`config.mk`:
```
export PLATFORM = sky130hd
export DESIGN_NAME = star_box_draw
export DESIGN_NICKNAME = d
export VERILOG_FILES = /design/src/rtl/find_stars_pkg.sv /design/src/rtl/star_box_draw.sv
export SDC_FILE = /design/constraint.sdc
export NUM_CORES = 1
export LEC_CHECK = 0
export CORE_MARGIN = 2
export CORE_UTILIZATION = 47
export CTS_CLUSTER_SIZE = 12
export DETAILED_ROUTE_END_ITERATION = 8
export PLACE_DENSITY = 0.7
export RECOVER_POWER = 25
export SLEW_MARGIN = 20
export SYNTH_ARGS = -nofsm -noshare
export SYNTH_HDL_FRONTEND = slang
export SYNTH_SLANG_ARGS = --single-unit
```
`constraint.sdc`:
```
create_clock -name clk -period 8.2 [get_ports clk]
set_clock_uncertainty 0.15 [all_clocks]
set_input_delay 2.05 -clock clk [delete_from_list [all_inputs] [get_ports clk]]
set_output_delay 2.05 -clock clk [all_outputs]
set_load 0.02 [all_outputs]
```
`src/rtl/find_stars_pkg.sv`:
```
// Shared constants and types for the star-finding datapath: framebuffer
// geometry, plot colours and the box-outline FSM state encoding.
package find_stars_pkg;

   localparam int XSZ      = 8;
   localparam int YSZ      = 7;
   localparam int X_MAX    = 159;
   localparam int Y_MAX    = 119;
   localparam int COLOUR_W = 3;

   localparam logic [COLOUR_W-1:0] BLACK = 3'b000;
   localparam logic [COLOUR_W-1:0] RED   = 3'b100;
   localparam logic [COLOUR_W-1:0] WHITE = 3'b111;

   typedef enum logic [2:0] {
      S_IDLE   = 3'd0,
      S_TOP    = 3'd1,
      S_RIGHT  = 3'd2,
      S_BOTTOM = 3'd3,
      S_LEFT   = 3'd4,
      S_DONE   = 3'd5
   } box_state_t;

endpackage

```
`src/rtl/star_box_draw.sv`:
```
// Traces a rectangle outline clockwise (top, right, bottom, left) one pixel
// per clock onto the VGA adapter plot port; corners are plotted exactly once.
module star_box_draw
   import find_stars_pkg::*;
#(
   parameter int                  XSZ        = find_stars_pkg::XSZ,
   parameter int                  YSZ        = find_stars_pkg::YSZ,
   parameter int                  X_MAX      = find_stars_pkg::X_MAX,
   parameter int                  Y_MAX      = find_stars_pkg::Y_MAX,
   parameter logic [COLOUR_W-1:0] BOX_COLOUR = RED
) (
   input  logic                clk,
   input  logic                reset,
   input  logic                goDraw,
   input  logic                erase,
   input  logic [XSZ-1:0]      xLeft,
   input  logic [XSZ-1:0]      xRight,
   input  logic [YSZ-1:0]      yTop,
   input  logic [YSZ-1:0]      yBottom,
   output logic [XSZ-1:0]      x,
   output logic [YSZ-1:0]      y,
   output logic [COLOUR_W-1:0] colour,
   output logic                plot,
   output logic                busy,
   output logic                doneDraw
);

   localparam logic [XSZ-1:0] X_MAX_C = XSZ'(X_MAX);
   localparam logic [YSZ-1:0] Y_MAX_C = YSZ'(Y_MAX);
   localparam logic [XSZ-1:0] X_ONE   = XSZ'(1);
   localparam logic [YSZ-1:0] Y_ONE   = YSZ'(1);

   box_state_t     state_r;
   logic [XSZ-1:0] xl_r, xr_r;
   logic [YSZ-1:0] yt_r, yb_r;
   logic           invalid_s;

   // Box validity check on the live inputs, used only at acceptance.
   always_comb begin
      invalid_s = 1'b0;
      if ((xLeft > xRight) || (yTop > yBottom) ||
          (xRight > X_MAX_C) || (yBottom > Y_MAX_C)) begin
         invalid_s = 1'b1;
      end else begin
         invalid_s = 1'b0;
      end
   end

   // Outline FSM; the x/y outputs double as the edge counters, and every
   // edge ends on an equality compare so a zero bound never underflows.
   always_ff @(posedge clk) begin
      if (reset) begin
         state_r  <= S_IDLE;
         x        <= '0;
         y        <= '0;
         colour   <= BLACK;
         plot     <= 1'b0;
         busy     <= 1'b0;
         doneDraw <= 1'b0;
         xl_r     <= '0;
         xr_r     <= '0;
         yt_r     <= '0;
         yb_r     <= '0;
      end else begin
         case (state_r)
            S_IDLE: begin
               if (goDraw) begin
                  xl_r   <= xLeft;
                  xr_r   <= xRight;
                  yt_r   <= yTop;
                  yb_r   <= yBottom;
                  colour <= erase ? BLACK : BOX_COLOUR;
                  busy   <= 1'b1;
                  if (invalid_s) begin
                     state_r  <= S_DONE;
                     doneDraw <= 1'b1;
                  end else begin
                     state_r <= S_TOP;
                     x       <= xLeft;
                     y       <= yTop;
                     plot    <= 1'b1;
                  end
               end
            end
            S_TOP: begin
               if (x != xr_r) begin
                  x <= x + X_ONE;
               end else if (yt_r == yb_r) begin
                  state_r  <= S_DONE;
                  plot     <= 1'b0;
                  doneDraw <= 1'b1;
               end else begin
                  state_r <= S_RIGHT;
                  y       <= yt_r + Y_ONE;
               end
            end
            S_RIGHT: begin
               if (y != yb_r) begin
                  y <= y + Y_ONE;
               end else if (xl_r == xr_r) begin
                  state_r  <= S_DONE;
                  plot     <= 1'b0;
                  doneDraw <= 1'b1;
               end else begin
                  state_r <= S_BOTTOM;
                  x       <= xr_r - X_ONE;
               end
            end
            S_BOTTOM: begin
               if (x != xl_r) begin
                  x <= x - X_ONE;
               end else if (yb_r == yt_r + Y_ONE) begin
                  state_r  <= S_DONE;
                  plot     <= 1'b0;
                  doneDraw <= 1'b1;
               end else begin
                  state_r <= S_LEFT;
                  y       <= yb_r - Y_ONE;
               end
            end
            S_LEFT: begin
               if (y != yt_r + Y_ONE) begin
                  y <= y - Y_ONE;
               end else begin
                  state_r  <= S_DONE;
                  plot     <= 1'b0;
                  doneDraw <= 1'b1;
               end
            end
            S_DONE: begin
               if (!goDraw) begin
                  state_r  <= S_IDLE;
                  busy     <= 1'b0;
                  doneDraw <= 1'b0;
               end
            end
            default: begin
               state_r  <= S_IDLE;
               plot     <= 1'b0;
               busy     <= 1'b0;
               doneDraw <= 1'b0;
            end
         endcase
      end
   end

endmodule

```
==> flow_summary.ini, run 1 <==
[status]
status = finished, final reports clean

[timing]
worstMarginPinSlew_ns = 1.37
drv_slew = 0
fmax_mhz = 196
rsz0062_at_grt = no
final.min_clock_period_ns = 5.11
slew_headroom = 0.0872
fin_hold_ws_ns = 0.343
setup_viol = 0
hold_viol_final = 0
min_period_over_period = 0.624
setup_tns_ns = 0

[critical_path]
rr_startpoint = state_r[1]$_SDFFE_PP0P_
worstSetupStartpointType = input pin
cp.arrival_ns = 5.18
r2r_end = x[3]$_SDFFE_PP0P_
slowest_stage = o32ai_1
cp.required_ns = 8.27
setup.worst_path.end_class = register
crit_chain = clkdlybuf4s50_1 -> inv_1 -> ha_1 -> nor2b_1 -> o211ai_1 -> a21oi_1 -> o32ai_1 -> a31oi_1 -> or4_4 -> o41ai_2
worstSetupPathType = in -> reg
rr_worst_depth = 11
max_stage_delay_ns = 0.74
critPathMaxFanout = 7
r2r_slack_ns = 4.43

[routing]
final_antenna_net_count = 0
wl_per_cell_um = 17.6
drc = 0
wl_mm = 13.4
vias_per_cell = 6.05
drt_first_pass_iters = 5
vias = 4597
drt_iter0_drc = 483

[clocking]
cts_resized = 0
cts-htree-levels = 2
cts_hold_buf = 0
cts_buffers = 5
clock-root-buffer = clkbuf_8
post_cts_buffers = 0
insertion_delay_ns = 0.31
clock_sinks = 52
clk_pin_slew_ns = 0.10
cts.path.max_buffers = 2
cts_tree = built

[power_and_ir_drop]
peakVddDrop_uv = 128
p_leak_nw = 2.18
power_density_nw_per_um2 = 340

[global_route]
grt_first_pass_wirelength_mm = 22.0
busiest_layer = met2
use_met1 = 0.355
grt_overflow = 0
grt_max_degree = 62
grt_usage = 0.248
grtUsageMet2 = 0.383
grt_pass1_vias = 4345
antenna_found_initial = 0
grt_util_met3 = 0.0308

[final_layout]
area_growth_pct = 12.9
regArea_um2 = 1040
finalNetCount = 691
fill_cells = 939
diodes = 0
multi_input_area_um2 = 3270
post-route-util = 0.542
final_common_cell = nand2_1
drive_gt1_frac = 0.0415
final_cell_mix = nand2_1, a21oi_1, dfxtp_1

[hold_path]
hp-class = reg -> reg
whs_path_depth = 2
hold_start = plot$_SDFFE_PP0P_
holdPathEnd = plot$_SDFFE_PP0P_

[job]
cap_violations = 0

[die]
rows = 36
fp.dieW_um = 104
initial_core_util = 0.480
io_pins = 55
design.core.area_um2 = 9680
fp.dieH_um = 104
die_area_um2 = 10700

[yosys]
ys_top_cells_by_area = dfxtp_1, ha_1, a21oi_1
async_reset_ff_frac = 0
synth-warning-count = 0
yosysSeqAreaShare = 0.224
synth_top_area_frac = 0.224
synth_top_area_cell = dfxtp_1
ys_ff_latch = 52
synth-edff-count = 0
synthCells = 616
synth_area_per_cell_um2 = 7.55
synthesis.area_um2 = 4650
synth_cell_types = 67
ys.flop_type = dfxtp_1

[placed_design]
hpwl_mm = 9.78
gp_congestion = 0.925
io_buffers = 52
worst max path at each step:
stage	from	end	slack, ns	cells past startpoint
global placement	xRight[1]	y[0]$_SDFFE_PP0P_	2.93	10
CTS	xRight[1]	y[2]$_SDFFE_PP0P_	3.17	10
finish	xRight[1]	y[2]$_SDFFE_PP0P_	3.09	10
detailed placement	xRight[1]	y[0]$_SDFFE_PP0P_	2.84	10
global route	xRight[1]	y[0]$_SDFFE_PP0P_	3.00	10
floorplan	xRight[1]	y[0]$_SDFFE_PP0P_	3.73	10
per-layer routing:
layer,share of wire,up-vias
met4,0.029,0
met5,0,-
li1,-,2176
met3,0.082,35
met2,0.45,252
met1,0.44,2134
cells in the mapped netlist, types with 4 or more instances:
cell type	n
a211oi_1	10
a21o_1	6
a21oi_1	72
a311oi_1	5
a31oi_1	4
buf_2	5
buf_4	4
clkbuf_1	39
dfxtp_1	52
ha_1	29
inv_1	28
mux2i_1	9
nand2_1	91
nand2b_1	6
nand3_1	10
nand4_1	10
nor2_1	33
nor2b_1	4
nor3_1	10
nor4_1	8
o211ai_1	4
o21ai_0	18
o21bai_1	5
o22ai_1	7
or3_1	5
xnor2_1	37
xor2_1	39
cells by family after synthesis:
kind of cell / count (synthesis) / synth area share
flops: 52 / 0.224
xor+xnor: 79 / 0.158
buf+inv: 82 / 0.0742
other cells: 1 / 0.000806
simple gates: 198 / 0.206
compound gates: 160 / 0.222
mux: 13 / 0.0290
fa+ha+maj: 31 / 0.0866
where the power goes:
group	internal, mW	total (mW)	switching (mW)
Sequential	0.321	0.444	0.124
Clock	0.100	0.192	0.0923
Combinational	0.474	1.15	0.672
Total	0.895	1.78	0.888
metrics by stage:
stage          area (um2)  cells  total power [mW]  setup slack (ns)
3_5_place_dp         5130    752              1.57              2.84
5_1_grt              5250    760              1.92              3.00
4_1_cts              5250    760              1.77              3.17
3_3_place_gp         5130    752              1.56              2.93
6_report             5250    760              1.78              3.09
2_1_floorplan        4660    617              1.29              3.73
flip-flops by register name (all words and copies together) (netlist names):
register  count
x             8
xl_r          8
yb_r          7
state_r       3
plot          1
xr_r          8
doneDraw      1
y             7
busy          1
yt_r          7
colour        1
cell type report:
| class | count | share of cell area |
|---|---|---|
| clock inverter | 2 | 0.00739 |
| multi-input combinational | 483 | 0.623 |
| inverter | 28 | 0.0200 |
| tap | 133 | 0.0317 |
| timing repair buffer | 56 | 0.104 |
| sequential | 52 | 0.198 |
| clock buffer | 6 | 0.0157 |
critical path, delay by kind of cell:
family | cells | cell delay (ns)
fa+ha+maj | 1 | 0.28
compound gates | 5 | 1.58
buf+inv | 2 | 0.53
simple gates | 2 | 0.75
Power figures use the tool's default switching activity.
==> run 2: changes to the inputs <==
==> constraint.sdc (replaced) <==
create_clock -name clk -period 5.23 [get_ports clk]
set_clock_uncertainty 0.15 [all_clocks]
set_input_delay 1.3075 -clock clk [delete_from_list [all_inputs] [get_ports clk]]
set_output_delay 1.3075 -clock clk [all_outputs]
set_load 0.02 [all_outputs]
==> run 2 against run 1 <==
Against the previous run:
- non-clock buffer count rose by 1
- clock-buffer cell count fell by 1
- clock power rose by 55%
- combinational power rose by 56%
- sequential power rose by 60%
- sequential cell count did not move
- worst hold slack improved by 0.012 ns
- critical path depth fell by 1
- global-route usage barely moved
- register-to-register slack got worse by 2.9 ns
- total power rose by 57%
- critical endpoint is now y[0]$_SDFFE_PP0P_
- largest power group unchanged
==> flow_summary.ini, run 2 (same netlist as run 1, synthesis figures left out) <==
[status]
status = finished, final reports clean

[timing]
min_period_over_period = 0.813
slew_headroom = 0.103
rsz0062_at_grt = no
hold_viol_final = 0
final.min_clock_period_ns = 4.25
setup_viol = 0
drv_slew = 0
fin_hold_ws_ns = 0.355
setup_tns_ns = 0
worstMarginPinSlew_ns = 1.34
fmax_mhz = 235

[final_layout]
finalNetCount = 692
area_growth_pct = 12.8
final_common_cell = nand2_1
final_cell_mix = nand2_1, a21oi_1, dfxtp_1
largestRegisters = x x8, xl_r x8, xr_r x8
diodes = 0
fill_cells = 944
drive_gt1_frac = 0.0430

[critical_path]
r2r_slack_ns = 1.51
max_stage_delay_ns = 0.65
rr_worst_depth = 12
cp.arrival_ns = 4.31
crit_chain = clkdlybuf4s50_1 -> ha_1 -> nor2b_1 -> o211ai_1 -> a21oi_1 -> o32ai_1 -> a31oi_1 -> or4_4 -> mux2_1
r2r_end = x[6]$_SDFFE_PP0P_
cp.required_ns = 5.29
worstSetupStartpointType = input pin
rr_startpoint = state_r[2]$_SDFFE_PP0P_
slowest_stage = o32ai_1
startpoint = xLeft[1]
setup.worst_path.end_class = register
critPathMaxFanout = 7
worstSetupPathType = in -> reg

[power_and_ir_drop]
power_density_nw_per_um2 = 533
peakVddDrop_uv = 224
fin_total_pwr_mw = 2.80
p_leak_nw = 2.19

[routing]
final_antenna_net_count = 0
drc = 0
vias_per_cell = 6.01
wl_mm = 13.6
drt_first_pass_iters = 6
drt_iter0_drc = 403
vias = 4570
wl_per_cell_um = 17.8

[global_route]
grt_pass1_vias = 4184
grt_max_degree = 62
grt_overflow = 0
grt_first_pass_wirelength_mm = 21.8
grt_usage = 0.248
antenna_found_initial = 0

[clocking]
cts.path.max_buffers = 2
cts_hold_buf = 0
insertion_delay_ns = 0.31
cts-htree-levels = 2
clock-root-buffer = clkbuf_8
cts_buffers = 5
cts_tree = built
cts_resized = 0
clk_pin_slew_ns = 0.10
clock_sinks = 52
post_cts_buffers = 0

[hold_path]
hold_start = xl_r[5]$_SDFFE_PP0P_
whs_path_depth = 2
hp-class = reg -> reg
holdPathEnd = xl_r[5]$_SDFFE_PP0P_

[placed_design]
hpwl_mm = 10.0
io_buffers = 52
gp_congestion = 0.915

[die]
initial_core_util = 0.480
die_area_um2 = 10700
io_pins = 55
fp.dieW_um = 104
design.core.area_um2 = 9680
fp.dieH_um = 104
rows = 36

[job]
cap_violations = 0
==> run 2: through the flow <==
| step | util | cells | area, um2 | setup WS (ns) |
|---|---|---|---|---|
| after global routing | 0.542 | 761 | 5250 | 0.797 |
| after floorplan | - | 617 | 4660 | 1.51 |
| final | 0.542 | 761 | 5250 | 0.980 |
| after CTS | 0.543 | 761 | 5250 | 0.989 |
| after global placement | 0.531 | 753 | 5140 | 0.717 |
| after detailed placement | 0.531 | 753 | 5140 | 0.653 |
==> run 2: routing by layer <==
metal / track usage / part of all wire / up-vias
met5: 0 / 0 / -
met4: 0.0502 / 0.014 / 0
met3: 0.0359 / 0.082 / 16
met2: 0.401 / 0.46 / 221
met1: 0.353 / 0.44 / 2148
li1: - / - / 2185
==> run 2: worst max-delay path by stage <==
stage	endpoint	cells past startpoint
after floorplan	y[0]$_SDFFE_PP0P_	10
after global placement	y[0]$_SDFFE_PP0P_	10
after detailed placement	y[0]$_SDFFE_PP0P_	9
after CTS	y[0]$_SDFFE_PP0P_	9
after global routing	x[4]$_SDFFE_PP0P_	9
final	y[0]$_SDFFE_PP0P_	9
==> run 2: report_power, final <==
part           total, mW  switching [mW]  leakage (nW)  internal, mW
sequential         0.712           0.209         0.427         0.503
clock              0.298           0.154        0.0548         0.145
combinational       1.79            1.05          1.70         0.742
==> run 2: cell type report <==
class,count,area [um2],area share
sequential,52,1040,0.198
tap,133,166,0.0317
clock buffer,5,68.8,0.0131
clock inverter,3,46.3,0.00882
multi-input combinational,483,3270,0.623
timing repair buffer,57,549,0.105
inverter,28,105,0.0200
==> run 2: critical path, delay by kind of cell <==
family / cells / cell delay, ns
mux: 1 / 0.33
fa+ha+maj: 1 / 0.34
compound gates: 4 / 1.12
buf+inv: 1 / 0.48
simple gates: 2 / 0.74
